### src/rtl/vga_timing_gen.sv
// vga_timing_gen
// ----------------
// Parameterised VGA raster timing generator. Two free-running counters
// (h_cnt over pixels, v_cnt over lines) are decoded into sync, blanking,
// active-pixel coordinates and start-of-line / start-of-frame strobes.
//
// Every output is a register loaded from the decode of the counter values
// *before* they advance, so outputs trail the counters by exactly one
// enabled step. When pix_en is low, counters and level outputs hold, and
// the two strobes drop to 0 so they never stretch across idle cycles.
//
// Ports
//   vga_clk      in   pixel-domain clock
//   reset        in   asynchronous, active-high reset
//   pix_en       in   pixel-step enable
//   restart      in   synchronous return to the frame origin (ignores pix_en)
//   HS, VS       out  horizontal / vertical sync, asserted level HS_POL / VS_POL
//   blank_n      out  1 inside the visible region
//   x, y         out  active pixel coordinates, 0 outside the visible region
//   line_start   out  one-cycle strobe at the first pixel of a visible line
//   frame_start  out  one-cycle strobe at the first pixel of a frame
//   frame_cnt    out  16-bit completed-frame counter (only with FRAME_COUNT_EN)
//
// Optional feature macro: FRAME_COUNT_EN adds the frame_cnt port and logic.

module vga_timing_gen #(
  parameter int H_ACTIVE = 640,
  parameter int H_FP     = 16,
  parameter int H_SYNC   = 96,
  parameter int H_BP     = 48,
  parameter int V_ACTIVE = 480,
  parameter int V_FP     = 10,
  parameter int V_SYNC   = 2,
  parameter int V_BP     = 33,
  parameter bit HS_POL   = 1'b0,
  parameter bit VS_POL   = 1'b0,
  parameter int XW       = 10,
  parameter int YW       = 10
) (
  input  logic          vga_clk,
  input  logic          reset,
  input  logic          pix_en,
  input  logic          restart,
  output logic          HS,
  output logic          VS,
  output logic          blank_n,
  output logic [XW-1:0] x,
  output logic [YW-1:0] y,
  output logic          line_start,
  output logic          frame_start
`ifdef FRAME_COUNT_EN
  ,
  output logic [15:0]   frame_cnt
`endif
);

  localparam int H_TOT = H_ACTIVE + H_FP + H_SYNC + H_BP;
  localparam int V_TOT = V_ACTIVE + V_FP + V_SYNC + V_BP;

  // One spare count of headroom so the sync-end bound (which equals H_TOT
  // when the back porch is zero) is still representable.
  localparam int HCW = $clog2(H_TOT + 1);
  localparam int VCW = $clog2(V_TOT + 1);

  localparam logic [HCW-1:0] H_ACT_C  = HCW'(H_ACTIVE);
  localparam logic [HCW-1:0] H_SS_C   = HCW'(H_ACTIVE + H_FP);
  localparam logic [HCW-1:0] H_SE_C   = HCW'(H_ACTIVE + H_FP + H_SYNC);
  localparam logic [HCW-1:0] H_LAST_C = HCW'(H_TOT - 1);
  localparam logic [VCW-1:0] V_ACT_C  = VCW'(V_ACTIVE);
  localparam logic [VCW-1:0] V_SS_C   = VCW'(V_ACTIVE + V_FP);
  localparam logic [VCW-1:0] V_SE_C   = VCW'(V_ACTIVE + V_FP + V_SYNC);
  localparam logic [VCW-1:0] V_LAST_C = VCW'(V_TOT - 1);

  logic [HCW-1:0] h_cnt, h_nxt;
  logic [VCW-1:0] v_cnt, v_nxt;
  logic           h_last, v_last;
  logic           h_vis, v_vis;
  logic           hs_d, vs_d, blank_d, ls_d, fs_d;
  logic [XW-1:0]  x_d;
  logic [YW-1:0]  y_d;

  // Decode of the current (pre-increment) counter values.
  always_comb begin
    h_last  = (h_cnt == H_LAST_C);
    v_last  = (v_cnt == V_LAST_C);
    h_vis   = (h_cnt < H_ACT_C);
    v_vis   = (v_cnt < V_ACT_C);
    hs_d    = ((h_cnt >= H_SS_C) && (h_cnt < H_SE_C)) ? HS_POL : ~HS_POL;
    vs_d    = ((v_cnt >= V_SS_C) && (v_cnt < V_SE_C)) ? VS_POL : ~VS_POL;
    blank_d = h_vis && v_vis;
    x_d     = blank_d ? XW'(h_cnt) : '0;
    y_d     = blank_d ? YW'(v_cnt) : '0;
    ls_d    = (h_cnt == '0) && v_vis;
    fs_d    = (h_cnt == '0) && (v_cnt == '0);
  end

  // Counter advance: v_cnt moves only when h_cnt wraps.
  always_comb begin
    h_nxt = h_cnt + 1'b1;
    v_nxt = v_cnt;
    if (h_last) begin
      h_nxt = '0;
      v_nxt = v_last ? '0 : v_cnt + 1'b1;
    end
  end

  always_ff @(posedge vga_clk or posedge reset) begin
    if (reset) begin
      h_cnt       <= '0;
      v_cnt       <= '0;
      HS          <= ~HS_POL;
      VS          <= ~VS_POL;
      blank_n     <= 1'b0;
      x           <= '0;
      y           <= '0;
      line_start  <= 1'b0;
      frame_start <= 1'b0;
    end else if (restart) begin
      // Restart takes priority over pix_en and over any wrap on this edge.
      h_cnt       <= '0;
      v_cnt       <= '0;
      HS          <= ~HS_POL;
      VS          <= ~VS_POL;
      blank_n     <= 1'b0;
      x           <= '0;
      y           <= '0;
      line_start  <= 1'b0;
      frame_start <= 1'b0;
    end else if (pix_en) begin
      h_cnt       <= h_nxt;
      v_cnt       <= v_nxt;
      HS          <= hs_d;
      VS          <= vs_d;
      blank_n     <= blank_d;
      x           <= x_d;
      y           <= y_d;
      line_start  <= ls_d;
      frame_start <= fs_d;
    end else begin
      // Idle step: levels hold, strobes must not linger.
      line_start  <= 1'b0;
      frame_start <= 1'b0;
    end
  end

`ifdef FRAME_COUNT_EN
  // Counts completed frames; only reset clears it, restart leaves it alone.
  always_ff @(posedge vga_clk or posedge reset) begin
    if (reset) begin
      frame_cnt <= '0;
    end else if (!restart && pix_en && h_last && v_last) begin
      frame_cnt <= frame_cnt + 16'd1;
    end
  end
`endif

endmodule

### config.mk
export PLATFORM = sky130hd
export DESIGN_NAME = vga_timing_gen
export DESIGN_NICKNAME = d
export VERILOG_FILES = /design/src/rtl/vga_timing_gen.sv
export SDC_FILE = /design/constraint.sdc
export NUM_CORES = 1
export LEC_CHECK = 0
export CAP_MARGIN = 20
export CORE_MARGIN = 1.5
export CORE_UTILIZATION = 50
export CTS_BUF_LIST = sky130_fd_sc_hd__clkbuf_16
export DETAILED_ROUTE_END_ITERATION = 16
export DONT_BUFFER_PORTS = 1
export PLACE_DENSITY = 0.69
export SETUP_SLACK_MARGIN = 0.3
export SLEW_MARGIN = 40
export SYNTH_ARGS = -nofsm -noshare
export SYNTH_HDL_FRONTEND = slang
export SYNTH_SLANG_ARGS = --single-unit
### constraint.sdc
create_clock -name vga_clk -period 3.3 [get_ports vga_clk]
set_input_delay 0.66 -clock vga_clk [delete_from_list [all_inputs] [get_ports vga_clk]]
set_output_delay 0.66 -clock vga_clk [all_outputs]
set_load 0.02 [all_outputs]
== Word-level counts from Yosys, hierarchy flattened ==
Cells that the tools add are included.
Word-level totals
  bits in registers: 45
  bits of input ports: 4
  output and inout bits: 25
  logic and storage cells: 54
Operators by class
  equal/unequal tests: 2
  magnitude comparators: 6
  add/subtract/negate cells: 2
  reduce and logical (&&, ||, !) cells: 10
  muxes and demuxes: 25
Operator list (count)
  2-to-1 mux 10 bit: 13
  adder 10 x 1 -> 10 bit (second input constant): 2
  equality test 10 bit (second input constant): 2
  logical NOT 10 bit: 2
  less-than comparator 10 bit (second input constant): 2
  less-than comparator 10 x 9 -> 1 bit (second input constant): 2
  2-to-1 mux 1 bit: 12
  greater-or-equal comparator 10 bit (second input constant): 1
  greater-or-equal comparator 10 x 9 -> 1 bit (second input constant): 1
  logical AND 1 bit: 5
  nonzero test 2 bit: 2
  AND reduction 2 bit: 1

== Logic depth before layout (Yosys ltp) ==
  word-level depth: 5
  mapped depth: 7
  mapped depth without buffers: 6

== Worst setup path before layout ==
OpenSTA, ideal clock, no wires.
  path type: input to register
  from: input restart
  to: register y[3]
  cell stages on the path: 6
  data required time: 3236 ps
  setup time: 64 ps
  setup slack: 1475 ps
  data arrival time: 1760 ps
  buffers on the path: 2
  cells stage by stage: buf_4 -> nand2b_4 -> or3b_1 -> a21oi_2 -> buf_6 -> a22o_2
On the way
  cells in the longest elaborated chain, start to end: 1
  elaborated cells on any way between the ends: 2
  those cells by class: mux: 1; reduce/logical: 1
RTL lines
  start: declaration: line 43  | input logic restart,
  2-to-1 mux 10 bit / nonzero test 2 bit (equally long branches)
  end signal: assignment: line 136  | y <= y_d;
  end: declaration: line 48  | output logic [YW-1:0] y,
Parallel ways exist; a longest one is shown, timed or not.
A chain may end at the register's enable or synchronous reset.

== Worst setup path in the final report ==
  from: register h_cnt[0]
  to: register v_cnt[2]
On the way
  cells in the longest elaborated chain, start to end: 3
RTL lines
  start: declaration: line 74  | logic [HCW-1:0] h_cnt, h_nxt;
  start signal: assignment: line 130  | h_cnt <= h_nxt;
  equality test 10 bit: line 84  | h_last = (h_cnt == H_LAST_C);
  nonzero test 2 bit (no line)
  AND reduction 2 bit (no line)
  end signal: assignment: line 131  | v_cnt <= v_nxt;
  end: declaration: line 75  | logic [VCW-1:0] v_cnt, v_nxt;
Every way passes these cells.

==> insert_results.sql <==
INSERT INTO impl_metrics (metric_group, metric, value, unit) VALUES
('status', 'run_status', 'finished clean', ''),
('power_and_ir_drop', 'vdd_ir_drop_max', '0.206', 'mV'),
('global_route', 'met1_usage', '26.2', '%'),
('place', 'post-dp-hpwl', '3020', 'um'),
('clock_network', 'clock_tree_from_tritoncts', 'yes', ''),
('clock_network', 'count_of_instances_resized_after_the_clock_tree_is_built', '0', ''),
('place', 'post_dp_cell_area', '2180', 'um^2'),
('detailed_routing', 'drt_drc_violations_left', '0', ''),
('synthesis', 'yosys-top-cells-count', 'dfrtp_1 (43), a22o_2 (19), nor2_1 (17)', ''),
('worst_setup_path', 'critical_register_to_register_path_endpoint', 'v_cnt[2]', ''),
('synthesis', 'synth_cells', '197', ''),
('synthesis', 'synth-edff-count', '0', ''),
('global_route', 'grt_pass1_wl', '7250', 'um'),
('worst_setup_path', 'worst_flop_to_flop_path_startpoint', 'h_cnt[0]', ''),
('clock_network', 'number_of_buffers_inserted_to_repair_setup_after_cts', '0', ''),
('detailed_routing', 'vias', '1556', ''),
('synthesis', 'synth_area_leader_cell', 'dfrtp_1', ''),
('floorplan', 'fp.dieArea', '4790', 'um^2'),
('synthesis', 'synth.yosys.seq_area_share', '51.5', '%'),
('global_route', 'global_route.peak_usage_layer', 'met2', ''),
('worst_setup_path', 'crit_path_end', 'v_cnt[2]', ''),
('detailed_routing', 'firstDrtPassIters', '4', ''),
('worst_setup_path', 'worstPathRequired', '3470', 'ps'),
('worst_setup_path', 'critPathLaunchType', 'register', ''),
('synthesis', 'syn-cell-area', '2190', 'um^2'),
('synthesis', 'asyncSetResetFlopFracSynth', '100', '%'),
('floorplan', 'placement_rows', '23', ''),
('timing', 'period_minus_slack', '2170', 'ps'),
('detailed_routing', 'routedWlPerCell', '17.9', 'um'),
('detailed_routing', 'routed_wirelength', '4370', 'um'),
('clock_network', 'clk_latency', '280', 'ps'),
('detailed_routing', 'dr.first_iter.drc_count', '87', ''),
('layout', 'postLayoutCellArea', '2350', 'um^2'),
('global_route', 'grt_start_max_net_pins', '31', ''),
('synthesis', 'synth-main-ff-cell', 'dfrtp_1', ''),
('place', 'place.gp.congestion', '0.868', ''),
('layout', 'areaGrowthSynthToFinish', '7.26', '%'),
('timing', 'finalSetupViolCount', '0', ''),
('worst_setup_path', 'worst-setup-path-type', 'register to register', ''),
('timing', 'final_hold_viol_count', '0', ''),
('global_route', 'number_of_antenna_violations_at_the_first_check_in_global_routing', '0', ''),
('clock_network', 'clkSlewWorstSetupHoldPaths', '60', 'ps'),
('global_route', 'groute.layer.met2.usage', '29.3', '%'),
('power_and_ir_drop', 'total_power', '1.18', 'mW'),
('synthesis', 'yosys_register_bits', '45', ''),
('clock_network', 'clock-sinks', '45', ''),
('worst_setup_path', 'biggest_fanout_along_the_worst_timing_path', '19', ''),
('detailed_routing', 'route.antenna.remaining_nets', '0', ''),
('global_route', 'grt.overflow.total', '0', ''),
('synthesis', 'syn-num-nets', '205', ''),
('global_route', 'via_count_of_the_first_global_routing_pass', '1452', ''),
('floorplan', 'die_x', '69.2', 'um'),
('synthesis', 'ys_types', '42', ''),
('clock_network', 'cts_hold_buf', '0', ''),
('global_route', 'globalRouteMet3Util', '4.36', '%'),
('global_route', 'globalRouteTotalUtil', '19.0', '%'),
('timing', 'fin_crit_sh', '65.6', '%'),
('floorplan', 'die_h', '69.2', 'um'),
('worst_setup_path', 'critical_path.startpoint', 'h_cnt[0]', ''),
('synthesis', 'post-synth-top-count-cell', 'dfrtp_1', ''),
('timing', 'fin_worst_hold_slack', '342', 'ps'),
('power_and_ir_drop', 'leakage', '1.07', 'nW'),
('detailed_routing', 'detail_route.vias_per_cell', '6.38', ''),
('synthesis', 'synth_top_cells_by_area', 'dfrtp_1 (49%), a22o_2 (8.7%), nor2_1 (2.9%)', ''),
('worst_setup_path', 'crit_arrival', '2330', 'ps'),
('layout', 'fin_cells', '244', ''),
('clock_network', 'numCtsBuffers', '5', ''),
('power_and_ir_drop', 'power_per_cell_area', '502', 'nW/um^2'),
('layout', 'share_of_final_layout_standard_cells_stronger_than_drive_strength_1', '19.6', '%'),
('timing', 'finalMaxSlewViolations', '0', ''),
('timing', 'rsz0062_at_grt', 'no', '');
## metal layers
metal	vias to the layer above	routed length (um)
li1	721	-
met1	761	2000
met2	70	2090
met3	4	238
met4	0	36
met5	-	0
## per-stage QoR
step	setup WS, ps	utilization [%]
4_1_cts	1170	56.9
3_3_place_gp	1160	53.0
6_report	1130	57.1
5_1_grt	937	57.1
3_5_place_dp	1070	53.0
2_1_floorplan	1480	-
## placed cells by master, fill, tap and decap left out, types with 2 or more instances in the layout
master,instances
dfrtp_1,43
a22o_2,19
nor2_1,17
nand3_1,10
o21ai_0,9
inv_1,8
a22o_1,7
nor3_1,7
and3_1,6
nand4_1,5
nand2_1,5
clkbuf_16,5
nor2b_1,4
xor2_1,4
ha_1,4
nor4_1,3
xnor2_1,3
dfstp_2,2
and2_1,2
a21oi_1,2
a41o_1,2
o211ai_1,2
or2_2,2
a21o_1,2
or3_1,2
buf_4,2
## power breakdown
group          switching (mW)  total [mW]  leakage, nW  internal [mW]
registers              0.0191       0.581        0.616          0.562
clock network           0.187       0.538       0.0797          0.351
logic                  0.0396      0.0589        0.373         0.0193
## worst max-delay path, stage by stage, from the launching register on
cell and delay (ps):
dfrtp_1 480, ha_1 270, and2_1 200, a41o_1 600, o21ai_0 230, a22o_1 280
## worst min path at each step
stage,from,end,depth (start not counted)
after floorplan,v_cnt[9],v_cnt[9],1
after global placement,HS,HS,2
after detailed placement,HS,HS,2
after CTS,reset,y[1],1
after global routing,reset,y[1],1
final,reset,y[1],1
## area by class of cell
type	instances	area [um^2]
clock buffers	5	125
clock inverters	2	35.0
fillers	338	1770
inverters	8	30.0
multi-input cells	132	952
flip-flops and latches	45	1130
well taps	50	62.6
repair buffers	2	15.0
## cells by family after synthesis
family          Yosys count  synth area share, %
xor+xnor                  7                 2.80
buf+inv                  20                 5.31
simple gates             71                 19.3
compound gates           50                 18.7
flops                    45                 51.5
fa+ha+maj                 4                 2.29
## sequential cells by signal, summed over array words and instances (netlist names)
signal and count:
HS 1, VS 1, blank_n 1, frame_start 1
h_cnt 10, line_start 1, v_cnt 10, x 10
y 10
Note: power is estimated with default switching activity, not from simulation.
